`config.mk`:
```
export PLATFORM = sky130hd
export DESIGN_NAME = seq_divider
export DESIGN_NICKNAME = d
export VERILOG_FILES = /design/src/rtl/seq_divider.sv
export SDC_FILE = /design/constraint.sdc
export NUM_CORES = 1
export LEC_CHECK = 0
export ABC_AREA = 1
export BUFFER_PORTS_ARGS = -buffer_cell sky130_fd_sc_hd__buf_4
export CAP_MARGIN = 25
export CORE_ASPECT_RATIO = 1.1
export CORE_MARGIN = 5
export CORE_UTILIZATION = 40
export DETAILED_ROUTE_END_ITERATION = 6
export PLACE_DENSITY = 0.55
export RECOVER_POWER = 25
export SLEW_MARGIN = 15
export SYNTH_ARGS = -nofsm -noshare
export SYNTH_HDL_FRONTEND = slang
export SYNTH_SLANG_ARGS = --single-unit
```
`constraint.sdc`:
```
create_clock -name clock -period 4.1 [get_ports clock]
set_input_delay 0.205 -clock clock [delete_from_list [all_inputs] [get_ports clock]]
set_output_delay 0.205 -clock clock [all_outputs]
set_load 0.01 [all_outputs]
```
`src/rtl/seq_divider.sv`:
```
`default_nettype none
// ============================================================================
// Module      : seq_divider
// Description : Multi-cycle radix-2 restoring divider for RV64 M-extension
//               DIV/DIVU/REM/REMU and their 32-bit W variants.
// Revision    : 1.0 - initial release
// ============================================================================
module seq_divider #(
    parameter int XLEN = 64
) (
    input  logic            clock,
    input  logic            reset,
    input  logic            flush,
    input  logic            in_valid,
    output logic            in_ready,
    input  logic            in_signed,
    input  logic            in_word,
    input  logic [XLEN-1:0] in_dividend,
    input  logic [XLEN-1:0] in_divisor,
    output logic            out_valid,
    input  logic            out_ready,
    output logic [XLEN-1:0] out_quotient,
    output logic [XLEN-1:0] out_remainder
);

    localparam logic [1:0] c_ST_IDLE = 2'd0;
    localparam logic [1:0] c_ST_BUSY = 2'd1;
    localparam logic [1:0] c_ST_FIX  = 2'd2;
    localparam logic [1:0] c_ST_DONE = 2'd3;

    localparam logic [6:0]      c_N_FULL = 7'(XLEN);
    localparam logic [6:0]      c_N_WORD = 7'd32;
    localparam logic [XLEN-1:0] c_MIN_X  = {1'b1, {(XLEN-1){1'b0}}};
    localparam logic [XLEN-1:0] c_MIN_W  = {{(XLEN-31){1'b1}}, 31'd0};

    function automatic logic [XLEN-1:0] sext32(input logic [31:0] x);
        return {{(XLEN-32){x[31]}}, x};
    endfunction

    function automatic logic [XLEN-1:0] zext32(input logic [31:0] x);
        return {{(XLEN-32){1'b0}}, x};
    endfunction

    logic [1:0]      r_state;
    logic [1:0]      w_state_next;
    logic [6:0]      r_cnt;
    logic [XLEN:0]   r_rem;
    logic [XLEN-1:0] r_quo;
    logic [XLEN-1:0] r_div;
    logic            r_neg_q;
    logic            r_neg_r;
    logic            r_word;
    logic [XLEN-1:0] r_out_q;
    logic [XLEN-1:0] r_out_r;

    logic [XLEN-1:0] w_a_ext;
    logic [XLEN-1:0] w_b_ext;
    logic            w_a_neg;
    logic            w_b_neg;
    logic [XLEN-1:0] w_a_mag;
    logic [XLEN-1:0] w_b_mag;
    logic            w_div_zero;
    logic            w_overflow;
    logic            w_special;
    logic            w_accept;
    logic [XLEN:0]   w_shift;
    logic [XLEN:0]   w_diff;
    logic            w_qbit;
    logic [XLEN-1:0] w_q_signed;
    logic [XLEN-1:0] w_r_signed;
    logic [XLEN-1:0] w_q_fix;
    logic [XLEN-1:0] w_r_fix;

    // Operand preparation: W ops work on the low word, extended per signedness
    always_comb begin
        w_a_ext = in_dividend;
        w_b_ext = in_divisor;
        if (in_word) begin
            w_a_ext = in_signed ? sext32(in_dividend[31:0]) : zext32(in_dividend[31:0]);
            w_b_ext = in_signed ? sext32(in_divisor[31:0])  : zext32(in_divisor[31:0]);
        end
    end

    assign w_a_neg    = in_signed & w_a_ext[XLEN-1];
    assign w_b_neg    = in_signed & w_b_ext[XLEN-1];
    assign w_a_mag    = w_a_neg ? -w_a_ext : w_a_ext;
    assign w_b_mag    = w_b_neg ? -w_b_ext : w_b_ext;
    assign w_div_zero = (w_b_ext == '0);
    assign w_overflow = in_signed & (w_b_ext == '1) &
                        (w_a_ext == (in_word ? c_MIN_W : c_MIN_X));
    assign w_special  = w_div_zero | w_overflow;
    assign w_accept   = (r_state == c_ST_IDLE) & in_valid & ~flush;

    // One restoring step: shift in the next dividend bit, keep difference if non-negative
    assign w_shift = (r_rem << 1) | {{XLEN{1'b0}}, r_quo[XLEN-1]};
    assign w_diff  = w_shift - {1'b0, r_div};
    assign w_qbit  = ~w_diff[XLEN];

    assign w_q_signed = r_neg_q ? -r_quo : r_quo;
    assign w_r_signed = r_neg_r ? -r_rem[XLEN-1:0] : r_rem[XLEN-1:0];
    assign w_q_fix    = r_word ? sext32(w_q_signed[31:0]) : w_q_signed;
    assign w_r_fix    = r_word ? sext32(w_r_signed[31:0]) : w_r_signed;

    always_ff @(posedge clock) begin
        if (reset) begin
            r_state <= c_ST_IDLE;
        end else begin
            r_state <= w_state_next;
        end
    end

    always_comb begin
        w_state_next = r_state;
        case (r_state)
            c_ST_IDLE: if (in_valid) w_state_next = w_special ? c_ST_DONE : c_ST_BUSY;
            c_ST_BUSY: if (r_cnt <= 7'd1) w_state_next = c_ST_FIX;
            c_ST_FIX:  w_state_next = c_ST_DONE;
            c_ST_DONE: if (out_ready) w_state_next = c_ST_IDLE;
            default:   w_state_next = c_ST_IDLE;
        endcase
        if (flush) w_state_next = c_ST_IDLE;
    end

    always_ff @(posedge clock) begin
        if (reset) begin
            r_cnt   <= '0;
            r_rem   <= '0;
            r_quo   <= '0;
            r_div   <= '0;
            r_neg_q <= 1'b0;
            r_neg_r <= 1'b0;
            r_word  <= 1'b0;
            r_out_q <= '0;
            r_out_r <= '0;
        end else if (w_accept) begin
            r_rem   <= '0;
            // W ops pre-align the magnitude so the MSB-first loop sees bit 31 first
            r_quo   <= in_word ? (w_a_mag << (XLEN-32)) : w_a_mag;
            r_div   <= w_b_mag;
            r_neg_q <= w_a_neg ^ w_b_neg;
            r_neg_r <= w_a_neg;
            r_word  <= in_word;
            r_cnt   <= w_special ? 7'd0 : (in_word ? c_N_WORD : c_N_FULL);
            if (w_div_zero) begin
                r_out_q <= '1;
                r_out_r <= in_word ? sext32(in_dividend[31:0]) : in_dividend;
            end else if (w_overflow) begin
                r_out_q <= w_a_ext;
                r_out_r <= '0;
            end
        end else if (r_state == c_ST_BUSY) begin
            r_rem <= w_qbit ? w_diff : w_shift;
            r_quo <= {r_quo[XLEN-2:0], w_qbit};
            if (r_cnt != 7'd0) r_cnt <= r_cnt - 7'd1;
        end else if ((r_state == c_ST_FIX) && !flush) begin
            r_out_q <= w_q_fix;
            r_out_r <= w_r_fix;
        end
    end

    assign in_ready      = (r_state == c_ST_IDLE);
    assign out_valid     = (r_state == c_ST_DONE);
    assign out_quotient  = r_out_q;
    assign out_remainder = r_out_r;

endmodule
`default_nettype wire

```
==> metrics.yaml, run 1 <==
outcome:
  status: "complete, but fails checks"
  failed_checks: "DRC"
synth:
  synth_common_cells: "nand2_1 (2056), inv_1 (817), nor2_1 (753)"
  syn_inst: 5883
  synth.distinct_cells: 50
  avgSynthCellArea_um2: 5.309
  dominantRegCellSynth: "dfxtp_1"
  synth.cell_area_um2: 31230
  yosysWarnings: 0
  async_flop_share: 0
  syn_nets: 6094
  ys_seq_elements: 332
  yosysMostFrequentCell: "nand2_1"
  yosysTopAreaCellShare: 0.2471
  ys_top_cells_by_area: "nand2_1 (25%), dfxtp_1 (21%), inv_1 (9.8%)"
  synth-seq-area-share: 0.2128
  yosys.area.top_type: "nand2_1"
  synth_edf_count: 0
cts:
  htreeDepth: 2
  cts_tree: "yes"
  clockRootBuffer: "clkbuf_16"
  clockBufferDepth: 3
  cts_resized: 0
  clkTransAtPathRegs_ns: 0.07
  cts_buffers: 42
  clock-sinks: 332
  clk-insertion-delay-late_ns: 0.64
global_routing:
  grt_pass1_vias: 35890
  grt_start_max_net_pins: 97
  grt_usage: 0.3599
  grt_antenna_before_repair: 1
  grt_pass1_wl_um: 230300
  grt-ovfl-total: 0
layout:
  final_util: 0.4569
  drive_above_1_share: 0.06124
  nNetsFinal: 6271
  antenna_cells: 0
  nFillCells: 8926
  layout-area-overhead-vs-synth_pct: 13.39
pwr:
  vdd_drop_max_mv: 0.3142
  totalPowerFinal_mw: 16.73
  cellPowerDensity_nw_per_um2: 472.5
  p_leak_nw: 18.33
critical_path:
  max_stage_delay_ns: 0.66
  startpoint_type: "input port"
  critPathKind: "input port to register"
  slowest_stage: "o21ai_1"
  critical_path_required_ns: 4.63
  cpMostUsedCell: "nand3_1"
  cp-end-kind: "register"
  crit_fanout: 7
  cp_cell_sequence: "dlygate4sd3_1 > buf_4 > inv_1 > ha_1 > nand3_1 > nor2_1 > nand3_1 > inv_1 > nand2_1 > o21ai_1 > o21ai_0 > or2_2 > nand3_1 > a21oi_1"
  arrival_ns: 3.88
flow_run:
  maxCapViolations: 0
routing:
  drc_errors: 1
  drt_iter0_markers: 4165
  wl_per_cell_um: 22.40
  num_vias: 38820
  drt-total-wl_um: 159600
  firstDrtPassIters: 7
  drt-vias-per-instance: 5.447
  ant_nets: 0
hold_path:
  hold_path_class: "input port to register"
sta:
  min_period_ns: 3.355
  final_hold_viol_count: 0
  clock_skew_ns: 0.06267
  max_slew_margin: 0.3215
  drv_slew: 0
  grt_setup_unrepaired: "no"
  fin_setup_tns_ns: 0
  setup_slack_ns: 0.7448
  max_slew.worst_pin.slew_ns: 1.017
  finalSetupViolCount: 0
  hold_slack_ns: 0.008288
  max_freq_mhz: 298.0
  fin_crit_sh: 0.8183
placement:
  gp_congestion: 1.039
  port_buffers: 264
  dp_hpwl_um: 128500
  place_ws_ns: 0.5911
die:
  die_height_um: 303.1
  ios: 265
  dieArea_um2: 83770
  core_um2: 77520
  dieWidth_um: 276.4
  start_util: 0.4029
  rows: 107
## power breakdown
part           switching (mW)  internal [mW]  total (mW)
combinational            6.46           2.54        9.00
sequential              0.329           3.52        3.85
clock                    1.71           2.17        3.88
## layer usage
layer	GRT usage	routed length (um)	vias to the layer above
met4	0.2377	13250	0
met5	0	0	-
met3	0.03286	9818	411
met1	0.4317	61900	17800
met2	0.6186	74650	1676
li1	-	-	18930
## worst paths after layout
check	slack, ns	depth (start not counted)	endpoint	from
max	0.74	14	r_quo[36]	in_dividend[0]
min reg2reg	0.46	2	r_div[46]	r_div[46]
min	0.008	3	r_div[6]	in_divisor[6]
max reg2reg	0.77	20	r_rem[24]	r_quo[63]
## cell type report
type	instances	area, um2	share of cell area
clock inverters	21	236.5	0.006678
repair buffers	361	2464	0.06957
flip-flops and latches	332	6649	0.1877
clock buffers	54	1166	0.03293
multi-input cells	4486	20450	0.5775
well taps	1035	1295	0.03657
inverters	837	3153	0.08903
## cells in the final DEF, fill, tap and decap left out, drive strengths merged, types with 3 or more instances in the layout
cell and count:
a221oi 8, a22oi 25, nor3 86, xor2 80
dlygate4sd3 19, clkinvlp 5, or2 19, o32ai 3
o211ai 6, and2 11, o21ai 317, nor2 765
a21oi 330, nand3b 10, nor4 12, ha 75
nand4 128, nand3 442, o21a 3, clkinv 14
and3 4, o22ai 32, xnor2 13, nand2 2066
a31oi 38, inv 837, buf 227, clkbuf 169
dfxtp 332, o21bai 4
## critical path: cells and delay by family
family          cells  cell delay, ns
compound gates      3            0.97
fa+ha+maj           1            0.17
buf+inv             4            0.98
simple gates        6            1.55
## cell families after synthesis
| group | synth area share |
|---|---|
| and+or+nand+nor | 0.4652 |
| xor gates and xnor gates | 0.02608 |
| DFF | 0.2128 |
| adders and majority gates | 0.03069 |
| buffers and inverters | 0.1335 |
| AOI/OAI and AO/OA | 0.1318 |
## metrics by stage
stage,area [um2],instances
finish,35410,7126
global route,35410,7126
CTS,35850,7126
detailed placement,34250,7032
global placement,34250,7031
floorplan,31230,5883
## timing repair
action | 4_1_cts | 5_1_grt
endpoints found under the hold margin | 21 | 0
buffers inserted | 0 | 0
hold buffers | 19 | 0
## flip-flops by register name, indices dropped and copies added, names as in the netlist, 2 cells and up
| register | flops |
|---|---|
| out_quotient | 64 |
| out_remainder | 64 |
| r_div | 64 |
| r_quo | 64 |
| r_rem | 64 |
| r_cnt | 7 |
| r_state | 2 |
Note: power is estimated with default switching activity, not from simulation.
==> run 2: changes to the inputs <==
==> constraint.sdc (replaced) <==
create_clock -name clock -period 3.4 [get_ports clock]
set_input_delay 0.17 -clock clock [delete_from_list [all_inputs] [get_ports clock]]
set_output_delay 0.17 -clock clock [all_outputs]
set_load 0.01 [all_outputs]
==> metrics.yaml, run 2 (synthesized netlist as in run 1, its figures left out) <==
placement:
  post_dp_cell_area_um2: 34890  # was 34250 um2
  gp_congestion: 1.008  # was 1.039
  dp.cells: 7113  # was 7032
  port_buffers: 264  # unchanged
  dp_hpwl_um: 130000  # was 128500 um
layout:
  nFillCells: 8882  # was 8926
  final_common_cell: "nand2_1"  # unchanged
  final_cell_mix: "nand2_1 (2053), inv_1 (814), nor2_1 (750), nand3_1 (439)"  # was nand2_1 (2054), inv_1 (814), nor2_1 (750), nand3_1 (439)
  drive_above_1_share: 0.07523  # was 0.06124
  regArea_um2: 6649  # unchanged
  nNetsFinal: 6372  # was 6271
  stdcell_count: 7231  # was 7126
  stdcell_area_um2: 36400  # was 35410 um2
  layout-area-overhead-vs-synth_pct: 16.54  # was 13.39%
  multiInputGateArea_um2: 20470  # was 20450 um2
outcome:
  status: "completed"  # was complete, but fails checks
sta:
  fin_setup_tns_ns: 0  # unchanged
  clock_skew_ns: 0.03397  # was 0.06267 ns
  max_freq_mhz: 308.3
  final_hold_viol_count: 0  # unchanged
  max_slew_margin: 0.3526  # was 0.3215
  finalSetupViolCount: 0  # unchanged
  grt_setup_unrepaired: "no"  # unchanged
  fin_crit_sh: 0.9539
  max_slew.worst_pin.slew_ns: 0.9711  # was 1.017 ns
  min_period_ns: 3.243
  drv_slew: 0  # unchanged
  hold_slack_ns: 0.02628  # was 0.008288 ns
cts:
  clockRootBuffer: "clkbuf_16"  # unchanged
  htreeDepth: 2  # unchanged
  cts_buffers: 43  # was 42
  clk-insertion-delay-late_ns: 0.60  # was 0.64 ns
  clkTransAtPathRegs_ns: 0.06  # was 0.07 ns
  cts_tree: "yes"  # unchanged
  clock-sinks: 332  # unchanged
  clockBufferDepth: 3  # unchanged
routing:
  drt-total-wl_um: 160500  # was 159600 um
  firstDrtPassIters: 6  # was 7
  ant_nets: 0  # unchanged
  drt_iter0_markers: 4163  # was 4165
  wl_per_cell_um: 22.19  # was 22.40 um
  drc_errors: 0  # was 1
  num_vias: 39030  # was 38820
  drt-vias-per-instance: 5.398  # was 5.447
critical_path:
  arrival_ns: 3.73  # was 3.88 ns
  critical_path_required_ns: 3.89  # was 4.63 ns
  crit_start: "r_quo[6]"  # was in_dividend[0]
  startpoint_type: "register"  # was input port
  crit_fanout: 32  # was 7
  rrSetupSlack_ns: 0.16  # was 0.77 ns
  cp-end-kind: "register"  # unchanged
  critPathKind: "register to register"  # was input port to register
  r2r-start: "r_quo[6]"  # was r_quo[63]
  cp-endpoint: "out_quotient[46]"  # was r_quo[36]
  rr_worst_depth: 15  # was 20
  r2r_end: "out_quotient[46]"  # was r_rem[24]
hold_path:
  hold_path_class: "input port to register"  # unchanged
  worstHoldStart: "in_dividend[12]"  # was in_divisor[6]
die:
  ios: 265  # unchanged
  core_um2: 77520  # unchanged
  start_util: 0.4029  # unchanged
  dieWidth_um: 276.4  # unchanged
  die_height_um: 303.1  # unchanged
  rows: 107  # unchanged
  dieArea_um2: 83770  # unchanged
global_routing:
  grt_antenna_before_repair: 1  # unchanged
  grt_usage: 0.3619  # was 0.3599
  grt_pass1_wl_um: 232400  # was 230300 um
  grt_pass1_vias: 36780  # was 35890
  grt_start_max_net_pins: 69  # was 97
  grt-ovfl-total: 0  # unchanged
pwr:
  p_leak_nw: 18.89  # was 18.33 nW
  cellPowerDensity_nw_per_um2: 577.7  # was 472.5 nW/um2
  vdd_drop_max_mv: 0.4285  # was 0.3142 mV
  totalPowerFinal_mw: 21.03  # was 16.73 mW
flow_run:
  maxCapViolations: 0  # unchanged
==> run 2: where the power goes <==
group,total [mW],internal [mW],switching [mW]
logic,11.3,3.29,8.00
registers,4.64,4.25,0.389
clock network,5.10,3.05,2.05
==> run 2: timing repair <==
action                                  4_1_cts  5_1_grt
buffers inserted                              0        3
endpoints found under the setup margin        0       58
hold buffers                                 31        0
hold endpoints to repair                     34        0
resized for setup                             0        3
==> run 2: worst min path at each step <==
stage                        endpoint  slack [ns]  cells after the start
detailed placement           r_div[2]        0.44                      2
floorplan                   r_div[23]        0.33                      2
finish              out_remainder[12]        0.03                      5
CTS                 out_remainder[12]       0.003                      5
global placement             r_div[2]        0.44                      2
global route        out_remainder[18]        0.03                      5
==> run 2: worst max-delay path, stage by stage (launching register included) <==
cell,delay (ns)
dfxtp_1,0.36
nor2_1,0.25
nand2_1,0.08
nor2_1,0.30
nand2_1,0.16
o21ai_1,0.37
inv_1,0.08
nand2_1,0.08
nand3_1,0.07
nand2_1,0.08
buf_4,0.36
o21ai_0,0.30
nand2_1,0.16
nand2_1,0.26
nand2_1,0.15
nor2_1,0.04
==> run 2: final cells by class <==
class / count / share of cell area
sequential: 332 / 0.1827
multi-input combinational: 4487 / 0.5623
clock inverter: 23 / 0.009007
inverter: 837 / 0.08663
clock buffer: 55 / 0.03304
antenna: 2 / 0.0001375
timing repair buffer: 460 / 0.09058
tap: 1035 / 0.03558
==> run 2: through the flow <==
step                      utilization  setup slack (ns)
after floorplan                     -            0.7071
after global placement         0.4501            0.2192
after detailed placement       0.4501            0.1941
after CTS                      0.4738            0.1757
after global routing           0.4695          0.009026
final                          0.4695            0.1567
==> run 2: per-layer routing <==
layer / global-route usage / wire, um
met1: 0.4251 / 61170
met5: 0 / 0
met2: 0.6386 / 77420
met3: 0.03232 / 9410
met4: 0.2294 / 12460
